File: src/rtl/cdc_pkg.sv
// rtl/cdc_pkg.sv - shared types and constants for the req/ack handshake blocks
package cdc_pkg;

    typedef enum logic [1:0] {
        IDLE    = 2'd0,
        SETUP   = 2'd1,
        REQ     = 2'd2,
        RELEASE = 2'd3
    } hs_state_t;

    localparam int SYNC_MIN = 2;

endpackage

File: src/rtl/cdc_handshake_tx_ack_sync.sv
// rtl/cdc_handshake_tx_ack_sync.sv - multi-flop synchronizer for a single asynchronous level
module ack_sync
    import cdc_pkg::*;
#(
    parameter int SYNC_STAGES = 2
) (
    input  logic clk,
    input  logic reset,
    input  logic ack_async,
    output logic ack_s
);

    // Fewer than two stages cannot settle metastability, so clamp upward.
    localparam int STAGES = (SYNC_STAGES < SYNC_MIN) ? SYNC_MIN : SYNC_STAGES;

    logic [STAGES-1:0] sync_q;

    always_ff @(posedge clk) begin
        if (reset) begin
            sync_q <= '0;
        end else begin
            sync_q <= {sync_q[STAGES-2:0], ack_async};
        end
    end

    assign ack_s = sync_q[STAGES-1];

endmodule

File: src/rtl/cdc_handshake_tx.sv
// rtl/cdc_handshake_tx.sv - source side of a 4-phase req/ack crossing with optional phase timeout
module cdc_handshake_tx
    import cdc_pkg::*;
#(
    parameter int DATA_WIDTH     = 12,
    parameter int SYNC_STAGES    = 2,
    parameter int TIMEOUT_CYCLES = 0
) (
    input  logic                  clk,
    input  logic                  reset,
    input  logic                  in_valid,
    input  logic [DATA_WIDTH-1:0] in_data,
    output logic                  in_ready,
    output logic [DATA_WIDTH-1:0] data_out,
    output logic                  req_out,
    input  logic                  ack_async,
    output logic                  done,
    output logic                  timeout_err
);

    hs_state_t state;
    logic      ack_s;

    ack_sync #(
        .SYNC_STAGES (SYNC_STAGES)
    ) u_ack_sync (
        .clk       (clk),
        .reset     (reset),
        .ack_async (ack_async),
        .ack_s     (ack_s)
    );

    // A lingering ack from a previous or aborted handshake blocks new words.
    assign in_ready = (state == IDLE) && !ack_s;

    always_ff @(posedge clk) begin
        if (reset) begin
            state    <= IDLE;
            req_out  <= 1'b0;
            data_out <= '0;
            done     <= 1'b0;
        end else begin
            done <= 1'b0;
            case (state)
                IDLE: begin
                    if (in_valid && in_ready) begin
                        data_out <= in_data;
                        state    <= SETUP;
                    end
                end
                SETUP: begin
                    req_out <= 1'b1;
                    state   <= REQ;
                end
                REQ: begin
                    if (ack_s) begin
                        req_out <= 1'b0;
                        state   <= RELEASE;
                    end
                end
                RELEASE: begin
                    if (!ack_s) begin
                        done  <= 1'b1;
                        state <= IDLE;
                    end
                end
                default: begin
                    state   <= IDLE;
                    req_out <= 1'b0;
                end
            endcase
        end
    end

    generate
        if (TIMEOUT_CYCLES > 0) begin : gen_timeout
            localparam int              CW    = $clog2(TIMEOUT_CYCLES + 1);
            localparam logic [CW-1:0]   LIMIT = CW'(TIMEOUT_CYCLES);

            logic          phase_start;
            logic          in_wait;
            logic [CW-1:0] phase_cnt;

            assign phase_start = (state == SETUP) || ((state == REQ) && ack_s);
            assign in_wait     = (state == REQ) || (state == RELEASE);

            // Flag only; the handshake keeps waiting so a slow remote still completes.
            always_ff @(posedge clk) begin
                if (reset) begin
                    phase_cnt   <= '0;
                    timeout_err <= 1'b0;
                end else if (phase_start) begin
                    phase_cnt <= '0;
                end else if (in_wait && (phase_cnt != LIMIT)) begin
                    phase_cnt <= phase_cnt + 1'b1;
                    if (phase_cnt == LIMIT - 1'b1) begin
                        timeout_err <= 1'b1;
                    end
                end
            end
        end else begin : gen_no_timeout
            assign timeout_err = 1'b0;
        end
    endgenerate

endmodule

File: config.mk
export PLATFORM = sky130hd
export DESIGN_NAME = cdc_handshake_tx
export DESIGN_NICKNAME = d
export VERILOG_FILES = /design/src/rtl/cdc_pkg.sv /design/src/rtl/cdc_handshake_tx_ack_sync.sv /design/src/rtl/cdc_handshake_tx.sv
export SDC_FILE = /design/constraint.sdc
export NUM_CORES = 1
export LEC_CHECK = 0
export BUFFER_PORTS_ARGS = -buffer_cell sky130_fd_sc_hd__buf_4
export CAP_MARGIN = 25
export CORE_UTILIZATION = 35
export CTS_CLUSTER_SIZE = 10
export DETAILED_ROUTE_END_ITERATION = 8
export HOLD_SLACK_MARGIN = 0.1
export SYNTH_ARGS = -nofsm -noshare
export SYNTH_HDL_FRONTEND = slang
export SYNTH_HIERARCHICAL = 1
export SYNTH_SLANG_ARGS = --single-unit
File: constraint.sdc
create_clock -name clk -period 1.2 [get_ports clk]
set_input_delay 0.24 -clock clk [delete_from_list [all_inputs] [get_ports clk]]
set_output_delay 0.24 -clock clk [all_outputs]
set_load 0.05 [all_outputs]
Word-level counts from Yosys, hierarchy flattened
Cells that the tools add are included.

storage, ports and cells
  register bits after elaboration = 18
  bits in latches = 0
  RAM bits = 0
  ROM bits = 0
  input bits = 16
  output and inout bits = 16
  logic and storage cells = 28
  memories = 0

cells by class
  add/sub/neg operators = 0
  multiply operators = 0
  div/mod/pow operators = 0
  magnitude comparators = 0
  eq/ne operators = 6
  shift operators = 0
  muxes and demuxes = 7
  bitwise operators = 1
  reductions and logical operators = 9

operator list
  kind                                                             number
  2-bit case mux with 4 select lines                               1
  2-bit 2-to-1 mux                                                 3
  2-bit == test, second input constant                             2
  2-bit by 1-bit != test with 1-bit output, second input constant  2
  2-bit AND reduction                                              2
  3-bit AND reduction                                              1
  2-bit by 1-bit == test with 1-bit output, second input constant  1
  1-bit logical AND                                                2
  2-bit logical NOT                                                1
  1-bit 2-to-1 mux                                                 2
  2-bit != test, second input constant                             1
  1-bit case mux with 2 select lines                               1
  2-bit nonzero test                                               1
  2-bit OR reduction                                               1
  1-bit logical NOT                                                1
  1-bit NOT                                                        1

Longest topological paths before layout
Gate-level depths: netlist of the first run.

  depth after elaboration = 5
  depth in mapped cells = 6
  mapped depth without buffers = 5

Modules after synthesis
Netlist of the first run, hierarchy kept.

modules (own cells, without submodules)
  module            instances  cells each  area an instance (um^2)  sequential area each (um^2)
  cdc_handshake_tx  1          69          719.4                    320.3
  ack_sync          1          4           52.6                     40.0

Worst setup path before layout of the first run
OpenSTA, ideal clock, no wires.

  path type = register to register
  start = reg state[0]
  end = reg data_out[2]
  library setup time = 0.123 ns
  arrival = 1.143 ns
  data required time = 1.077 ns
  slack = -0.065 ns
  stages on the path, launching flop included = 7
  path buffers = 1
  clock period less this slack = 1.265 ns
  cell sequence = dfxtp_1 -> inv_1 -> ha_1 -> nand3b_4 -> buf_12 -> mux2i_1 -> nor2_1

on the way
  longest elaborated chain between the ends = 4

RTL lines
  element                            RTL line                                        text
  start: declaration                 cdc_handshake_tx.sv:21                          hs_state_t state;
  start signal: assignment           cdc_handshake_tx.sv:38                          state <= IDLE;
  start signal: assignment           cdc_handshake_tx.sv:48                          state <= SETUP;
  start signal: assignment           cdc_handshake_tx.sv:53                          state <= REQ;
  2-bit logical NOT (*)              cdc_handshake_tx.sv:34, cdc_handshake_tx.sv:44
  1-bit logical AND                  cdc_handshake_tx.sv:34                          assign in_ready = (state == IDLE) && !ack_s;
  1-bit logical AND                  cdc_handshake_tx.sv:46                          if (in_valid && in_ready) begin
  2-bit AND reduction (no line) (*)  -
  end signal: assignment             cdc_handshake_tx.sv:47                          data_out <= in_data;
  end: declaration                   cdc_handshake_tx.sv:14                          output logic [DATA_WIDTH-1:0] data_out,

Every way passes the cells marked *; elsewhere a longest branch is shown, timed or not.
A chain may end at the register's enable or synchronous reset.

Worst setup path after layout of the first run
  start = reg state[0]
  end = out in_ready

on the way
  longest elaborated chain between the ends = 2

RTL lines
  element            RTL line                text
  2-bit logical NOT  cdc_handshake_tx.sv:34
  1-bit logical AND  cdc_handshake_tx.sv:34
  end: declaration   cdc_handshake_tx.sv:13  output logic in_ready,

Every way passes these cells.

==> results of run 1 <==
==> kinds of logic (layout without fill, tap and decap cells) <==
group / after synthesis / count (layout) / share of synthesized area
flops: 18 / 18 / 0.467
simple gates: 26 / 27 / 0.186
mux: 14 / 14 / 0.182
other cells: 1 / 1 / 0.00486
fa+ha+maj: 5 / 5 / 0.0810
buf+inv: 6 / 44 / 0.0567
compound gates: 3 / 3 / 0.0227
==> cells in the final DEF (no fill, tap or decap), types with 2 or more instances in the layout <==
cell,count
nor2b_1,3
nand2b_1,3
ha_4,3
nand3b_4,2
nor2_1,14
mux2i_1,14
inv_2,2
dfxtp_1,16
ha_1,2
dfxtp_2,2
buf_4,36
clkbuf_4,3
==> worst min path at each step <==
stage                     slack (ns)                               to  cells past startpoint
after detailed placement        0.44  u_ack_sync/sync_q[1]$_SDFF_PP0_                      1
final                           0.16  u_ack_sync/sync_q[0]$_SDFF_PP0_                      2
after CTS                       0.16  u_ack_sync/sync_q[0]$_SDFF_PP0_                      2
after global placement          0.42  u_ack_sync/sync_q[1]$_SDFF_PP0_                      1
after global routing            0.14  u_ack_sync/sync_q[0]$_SDFF_PP0_                      2
after floorplan                 0.31  u_ack_sync/sync_q[0]$_SDFF_PP0_                      1
==> registers in the layout, summed over array words and instances (netlist names) <==
name and count:
done 1, req_out 1, u_ack_sync/sync_q 2, data_out 12
state 2
==> report_power, final <==
group | total [mW] | switching [mW] | internal (mW)
Clock | 0.363 | 0.178 | 0.184
Sequential | 0.779 | 0.0612 | 0.718
Combinational | 1.53 | 0.860 | 0.665
==> worst reg2reg max path: stages, from the launching register on <==
cell,delay [ns]
dfxtp_2,0.35
inv_2,0.05
ha_4,0.15
buf_4,0.12
buf_6,0.13
nor3b_4,0.25
a21oi_4,0.06
mux2i_1,0.12
==> repair_timing <==
item,CTS,global route
setup endpoints to repair,15,15
pin swaps,2,3
resized for setup,8,8
cloned,1,0
setup buffers,1,3
==> layout make-up <==
cell class                 count  share of cell area
sequential                    18               0.304
timing repair buffer          38               0.249
inverter                       2             0.00630
clock buffer                   4              0.0304
multi-input combinational     50               0.382
tap                           27              0.0283
==> through the flow <==
stage               hold WS [ns]  worst slack (ns)  cells   util
detailed placement         0.445           -0.0482    131  0.513
CTS                        0.155            -0.226    137  0.558
floorplan                  0.312            0.0224     73      -
finish                     0.161            -0.217    139  0.590
global route               0.143            -0.267    139  0.590
global placement           0.419           -0.0274    131  0.513
==> routing by layer <==
metal / vias to the layer above / GRT usage
met5: - / 0
met4: 0 / 0.0588
met3: 2 / 0.0405
met2: 21 / 0.250
met1: 284 / 0.172
li1: 316 / -
==> qor.yml, run 1 <==
worst_setup_path:
  timing.rr.end: "state[1]$_SDFFE_PP0P_"
  cp_cell_sequence: "inv_2 -> ha_4 -> and2b_2 -> buf_8"
  r2r_cells: 7
  critical_path_buf_inv_count: 2
  startpoint: "state[0]$_SDFFE_PP0P_"
  cp-end-kind: "primary output"
  r2r_slack_ns: -0.14
  crit_type: "reg2out"
  cp-start-kind: "flop"
  worstPathArrival_ns: 1.18
  cp_num_cells: 4
  cpMaxStageDelayCell: "dfxtp_2"
  r2r-start: "state[0]$_SDFFE_PP0P_"
  crit_end: "in_ready"
  crit_family: "flip-flops"
  cp_max_fo: 3
  critPathRequiredTime_ns: 0.96
  critical-path-max-stage-delay_ns: 0.35
finish:
  antenna_cells: 0
  regArea_um2: 363
  stdcell_area_um2: 1190
  multiInputGateArea_um2: 455
  fin_nets: 134
  fillers: 177
  drive_above_1_share: 0.491
  syn_to_final_growth_pct: 54.5
run:
  drv_cap: 0
placed_design:
  hpwl_um: 1030
  port_buffers: 30
  gp_congestion: 0.682
  placed_cell_area_um2: 1040
sta:
  skew_ns: 0.00126
  final_max_slew_viol_count: 0
  hold_viol: 0
  min_period_ns: 1.42
  final.setup.tns_ns: -1.73
  finalCritPeriodShare: 1.18
  rsz0062_at_grt: "yes"
  fmax_mhz: 706
  worst_slack_ns: -0.217
  setup_viol: 15
die:
  num_rows: 16
  die_y_um: 49.0
  ios: 32
  die_width_um: 49.0
  dieArea_um2: 2400
  core-area_um2: 2020
  initial_utilization: 0.382
routing:
  routed-wl-met2_um: 751
  met1_length_um: 764
  drtAntennaViolNets: 0
  vias: 623
  met3_wirelength_um: 106
  firstDrtPassIters: 3
  top_layer_used: "met4"
  vias_per_cell: 4.48
  drc: 0
  wl_per_cell_um: 11.8
  drt-total-wl_um: 1630
  drt_iter0_markers: 2
cts:
  holdBufCountCts: 0
  clkSlewWorstSetupHoldPaths_ns: 0.10
  cts_tree: "done"
  cts_made_buffers: 3
  insertion_delay_ns: 0.28
  htreeDepth: 1
  ctsLongestPathBuffers: 2
  cts.sinks: 18
  ctsRootBufferMaster: "clkbuf_4"
min_path:
  min-delay-path-class: "in2reg"
  worstHoldStart: "ack_async"
power:
  p_total_mw: 2.67
  p_per_area_nw_per_um2: 2240
  power_leakage_nw: 0.597
  ir_drop_mv: 1.35
yosys:
  synthArstFlopShare: 0
  syn_area_per_cell_um2: 10.6
  synth_ff_type: "dfxtp_1"
  ys_top_cells_by_area: "dfxtp_1 47%, mux2i_1 18%, ha_1 8.1%"
  syn_area_um2: 772
  ys_ff_latch: 18
  synth-edff-count: 0
  postSynthCellCount: 73
  syn-num-nets: 94
  synth_top_area_frac: 0.467
  synth_most_common_cell: "dfxtp_1"
  ys_seq_area_frac: 0.467
  synth_common_cells: "18 x dfxtp_1, 14 x mux2i_1, 14 x nor2_1"
  yosysWarnings: 6
  synth_largest_area_cell: "dfxtp_1"
  synth.distinct_cells: 18
grt:
  grt_pass1_vias: 602
  antenna_found_initial: 0
  gr-total-overflow: 0
  grt_max_degree: 21
  grt_pass1_wl_um: 2680
  grt_usage: 0.147
status:
  violations: "setup timing"
  outcome: "finished, violations left"
Note: power is estimated with default switching activity, not from simulation.
==> run 2, diff against run 1 <==
- PLACE_DENSITY: default -> 0.71
==> qor.yml, run 2 (synthesized netlist as in run 1, its figures left out) <==
grt:
  grt_pass1_vias: 607  # +0.83%
  grt_usage: 0.140  # -0.00705
  grt_max_degree: 21  # unchanged
  antenna_found_initial: 0  # unchanged
  gr-total-overflow: 0  # unchanged
  grt_pass1_wl_um: 2570  # -4.1%
worst_setup_path:
  startpoint: "state[0]$_SDFFE_PP0P_"
  critical-path-max-stage-delay_ns: 0.35  # about the same
  cp-start-kind: "flop"
  r2r-start: "state[0]$_SDFFE_PP0P_"
  crit_family: "flip-flops"
  cp-end-kind: "primary output"
  critPathRequiredTime_ns: 0.96  # about the same
  cp_cell_sequence: "inv_2 -> ha_4 -> and2b_2 -> buf_8"
  cp_max_fo: 2  # -1
  cpMaxStageDelayCell: "dfxtp_2"
  crit_type: "reg2out"
  worstPathArrival_ns: 1.20  # +0.02 ns
  critical_path_buf_inv_count: 2  # unchanged
run:
  drv_cap: 0  # unchanged
finish:
  drive_above_1_share: 0.477  # -0.0136
  syn_to_final_growth_pct: 50.2
  stdcell_area_um2: 1160  # -2.7%
  antenna_cells: 0  # unchanged
  largest_reg_flops: 12  # unchanged
  fin_nets: 133  # -0.75%
  top_register: "data_out"
  final_cell_mix: "36 x buf_4, 16 x dfxtp_1, 14 x mux2i_1, 14 x nor2_1, 4 x nand2b_1"
  final_common_cell: "buf_4"
  fillers: 170  # -4.0%
  top_regs: "data_out x12, state x2, u_ack_sync/sync_q x2"
cts:
  ctsRootBufferMaster: "clkbuf_4"
  holdBufCountCts: 0  # unchanged
  cts_tree: "done"
  cts_made_buffers: 3  # unchanged
  htreeDepth: 1  # unchanged
  clkSlewWorstSetupHoldPaths_ns: 0.11  # about the same
  ctsLongestPathBuffers: 2  # unchanged
  insertion_delay_ns: 0.30  # +0.02 ns
  cts.sinks: 18  # unchanged
sta:
  rsz0062_at_grt: "yes"
  fmax_mhz: 693  # -1.8%
  hold_viol: 0  # unchanged
  skew_ns: 0.00430  # +0.00304 ns
  setup_viol: 15  # unchanged
  final.setup.tns_ns: -0.439  # +1.29 ns
  hold_ws_ns: 0.141  # -0.0202 ns
  min_period_ns: 1.44  # +0.0256 ns
  finalCritPeriodShare: 1.20  # +0.0214
  final_max_slew_viol_count: 0  # unchanged
  worst_slack_ns: -0.243  # -0.0256 ns
die:
  die_y_um: 49.0  # unchanged
  core-area_um2: 2020  # unchanged
  dieArea_um2: 2400  # unchanged
  die_width_um: 49.0  # unchanged
  initial_utilization: 0.382  # unchanged
  num_rows: 16  # unchanged
  ios: 32  # unchanged
power:
  p_total_mw: 2.61  # -2.3%
  ir_drop_mv: 1.02  # -24%
  power_leakage_nw: 0.584  # -2.2%
  p_per_area_nw_per_um2: 2250  # +0.46%
placed_design:
  gp_congestion: 0.741  # +8.5%
  port_buffers: 30  # unchanged
  hpwl_um: 1080  # +4.3%
  placed_cell_area_um2: 1040  # unchanged
min_path:
  worstHoldStart: "ack_async"
  min-delay-path-class: "in2reg"
routing:
  drtAntennaViolNets: 0  # unchanged
  vias_per_cell: 4.59  # +2.3%
  vias: 633  # +1.6%
  firstDrtPassIters: 4  # +1
  drc: 0  # unchanged
  wl_per_cell_um: 12.0  # +2.5%
  drt_iter0_markers: 8  # +6
  drt-total-wl_um: 1660  # +1.7%
status:
  outcome: "finished, violations left"
  violations: "setup timing"
run 2: changes by cell type in the layout (fill, tap and decap cells not counted), sizes merged:
cell	before	now
buf	38	37
run 2: final timing paths:
| check | endpoint | slack [ns] | cells after the start |
|---|---|---|---|
| max reg2reg | state[0]$_SDFFE_PP0P_ | -0.06 | 6 |
| max | in_ready | -0.24 | 4 |
| min | u_ack_sync/sync_q[0]$_SDFF_PP0_ | 0.14 | 2 |
| min reg2reg | u_ack_sync/sync_q[1]$_SDFF_PP0_ | 0.46 | 1 |
run 2: final cells by class:
cell class	count	area, um2	area share
multi-input cells	50	434	0.374
flip-flops and latches	18	363	0.313
repair buffers	37	285	0.246
clock buffers	4	36.3	0.0313
well taps	27	33.8	0.0291
inverters	2	7.51	0.00647
run 2: metal layers:
layer  part of all wire  vias to the layer above  GRT usage
met5                  0                        -          0
met4              0.014                        0     0.0588
met3              0.035                        2     0.0280
met2               0.49                       20      0.248
met1               0.46                      299      0.162
li1                   -                      312          -
run 2: what timing repair did:
action,4_1_cts,5_1_grt
resized for setup,12,0
cloned,1,0
setup endpoints to repair,15,15
pin swaps,4,4
setup buffers,3,2
run 2: power breakdown:
part | leakage, nW | switching (mW) | total (mW) | internal (mW)
clock network | 0.0210 | 0.198 | 0.383 | 0.185
logic | 0.415 | 0.830 | 1.44 | 0.614
registers | 0.149 | 0.0613 | 0.779 | 0.718
total | 0.584 | 1.09 | 2.61 | 1.52
run 2: stage by stage:
stage / util / setup WS (ns) / cells
floorplan: - / 0.0224 / 73
global placement: 0.513 / -0.00632 / 131
detailed placement: 0.513 / -0.0666 / 131
CTS: 0.574 / -0.244 / 138
global route: 0.574 / -0.287 / 138
finish: 0.574 / -0.243 / 138
==> run 3, diff against run 2 <==
- HOLD_SLACK_MARGIN: 0.1 -> 0.15
- PLACE_DENSITY: 0.71 -> 0.68
- clock period: 1.2 -> 1.6 ns (I/O delays scaled with it)
==> qor.yml, run 3 (synthesized netlist as in run 1, its figures left out) <==
cts:
  cts_tree: "done"
  ctsRootBufferMaster: "clkbuf_4"
  htreeDepth: 1  # unchanged
  clkSlewWorstSetupHoldPaths_ns: 0.09  # -0.02 ns
  cts_made_buffers: 3  # unchanged
  ctsLongestPathBuffers: 2  # unchanged
  insertion_delay_ns: 0.28  # -0.02 ns
  cts.sinks: 18  # unchanged
routing:
  top_layer_used: "met4"
  wl_per_cell_um: 10.4  # -14%
  drt_iter0_markers: 3  # -5
  vias_per_cell: 4.51  # -1.6%
  firstDrtPassIters: 4  # unchanged
  vias: 591  # -6.6%
  routed-wl-met2_um: 688  # -16%
  drtAntennaViolNets: 0  # unchanged
  met1_length_um: 546  # -28%
  drc: 0  # unchanged
  drt-total-wl_um: 1360  # -18%
  met3_wirelength_um: 75  # +27%
finish:
  top_regs: "data_out x12, state x2, u_ack_sync/sync_q x2"
  drive_above_1_share: 0.404  # -0.0736
  final_cell_mix: "31 x buf_4, 16 x dfxtp_1, 14 x mux2i_1, 14 x nor2_1"
  fillers: 203  # +19%
  syn_to_final_growth_pct: 36.1
  top_register: "data_out"
  largest_reg_flops: 12  # unchanged
  final_common_cell: "buf_4"
  antenna_cells: 0  # unchanged
  fin_nets: 127  # -4.5%
worst_setup_path:
  r2r-start: "state[1]$_SDFFE_PP0P_"
  cpMaxStageDelayCell: "dfxtp_2"
  cp-start-kind: "flop"
  timing.rr.end: "state[0]$_SDFFE_PP0P_"
  crit_type: "reg2out"
  cp_max_fo: 4  # +2
  cp_cell_sequence: "inv_2 -> ha_4 -> and2b_2 -> buf_6"
  critPathRequiredTime_ns: 1.28  # +0.32 ns
  critical-path-max-stage-delay_ns: 0.35  # about the same
  r2r_cells: 5  # -1
  cp-end-kind: "primary output"
  r2r_slack_ns: 0.25  # +0.31 ns
  critical_path_buf_inv_count: 2  # unchanged
  worstPathArrival_ns: 1.21  # about the same
  crit_family: "flip-flops"
grt:
  grt_pass1_wl_um: 2390  # -7.0%
  grt_max_degree: 21  # unchanged
  grt_usage: 0.136  # -0.00350
  gr-total-overflow: 0  # unchanged
  grt_pass1_vias: 576  # -5.1%
  antenna_found_initial: 0  # unchanged
power:
  p_per_area_nw_per_um2: 1620  # -28%
  ir_drop_mv: 0.699  # -32%
  power_leakage_nw: 0.539  # -7.7%
placed_design:
  port_buffers: 30  # unchanged
  pre_cts_ws_ns: 0.142  # +0.209 ns
  gp_congestion: 0.765  # +3.3%
sta:
  rsz0062_at_grt: "no"
  final.setup.tns_ns: 0  # +0.439 ns
  setup_viol: 0  # -15
  finalCritPeriodShare: 0.954
  fmax_mhz: 655
  hold_viol: 0  # unchanged
  worst_slack_ns: 0.0742  # +0.317 ns
  min_period_ns: 1.53
  final_max_slew_viol_count: 0  # unchanged
  skew_ns: 0.00219  # -0.00211 ns
die:
  die_y_um: 49.0  # unchanged
  ios: 32  # unchanged
  die_width_um: 49.0  # unchanged
  core-area_um2: 2020  # unchanged
  dieArea_um2: 2400  # unchanged
  initial_utilization: 0.382  # unchanged
  num_rows: 16  # unchanged
min_path:
  whs_endpoint: "u_ack_sync/sync_q[0]$_SDFF_PP0_"
  min-delay-path-class: "in2reg"
  worstHoldStart: "ack_async"
  hold_depth: 2  # unchanged
status:
  outcome: "finished, final reports clean"
run:
  drv_cap: 0  # unchanged
## run 3: how the worst max path moves through the flow
stage / from / end / cells after the start
2_1_floorplan: state[0]$_SDFFE_PP0P_ / in_ready / 3
3_3_place_gp: state[0]$_SDFFE_PP0P_ / in_ready / 4
3_5_place_dp: state[0]$_SDFFE_PP0P_ / in_ready / 4
4_1_cts: state[0]$_SDFFE_PP0P_ / in_ready / 4
5_1_grt: state[0]$_SDFFE_PP0P_ / in_ready / 4
6_report: state[0]$_SDFFE_PP0P_ / in_ready / 4
## run 3: timing repair
item | in CTS | in global routing
pin swaps | 0 | 0
buffers inserted | 2 | 0
gates resized for setup | 5 | 2
cloned | 0 | 0
setup endpoints to repair | 1 | 1
hold buffers | 0 | 0
## run 3: per-layer routing
layer  global-route usage  vias up
li1                     -      296
met1                0.130      265
met2                0.229       24
met3               0.0405        6
met4                0.132        0
met5                    0        -
## run 3: area by class of cell
cell class	instances	area, um2	share of cell area
flip-flops and latches	18	363	0.345
well taps	27	33.8	0.0321
repair buffers	32	244	0.232
multi-input cells	49	380	0.362
inverters	2	7.51	0.00714
clock buffers	3	22.5	0.0214
## run 3: where the power goes
group / leakage, nW / internal, mW / switching (mW)
logic: 0.377 / 0.365 / 0.539
registers: 0.149 / 0.539 / 0.0452
clock network: 0.0138 / 0.0874 / 0.124
## run 3: worst reg2reg max path: cells and delay by family (launching register included)
kind                       cells  cell delay, ns
AOI/OAI and AO/OA              1            0.28
adders and majority gates      1            0.21
DFF                            1            0.34
muxes                          1            0.26
and+or+nand+nor                1            0.07
buffers and inverters          1            0.11
## run 3: stage by stage
stage                     area [um2]  hold slack, ns  instances  utilization  total power [mW]
final                           1050           0.242        131        0.520              1.70
after CTS                       1050           0.227        131        0.520              1.72
after global routing            1050           0.262        131        0.520              1.82
after global placement           995           0.422        126        0.492              1.39
after detailed placement         995           0.436        126        0.492              1.41
after floorplan                  772           0.392         73            -              1.24
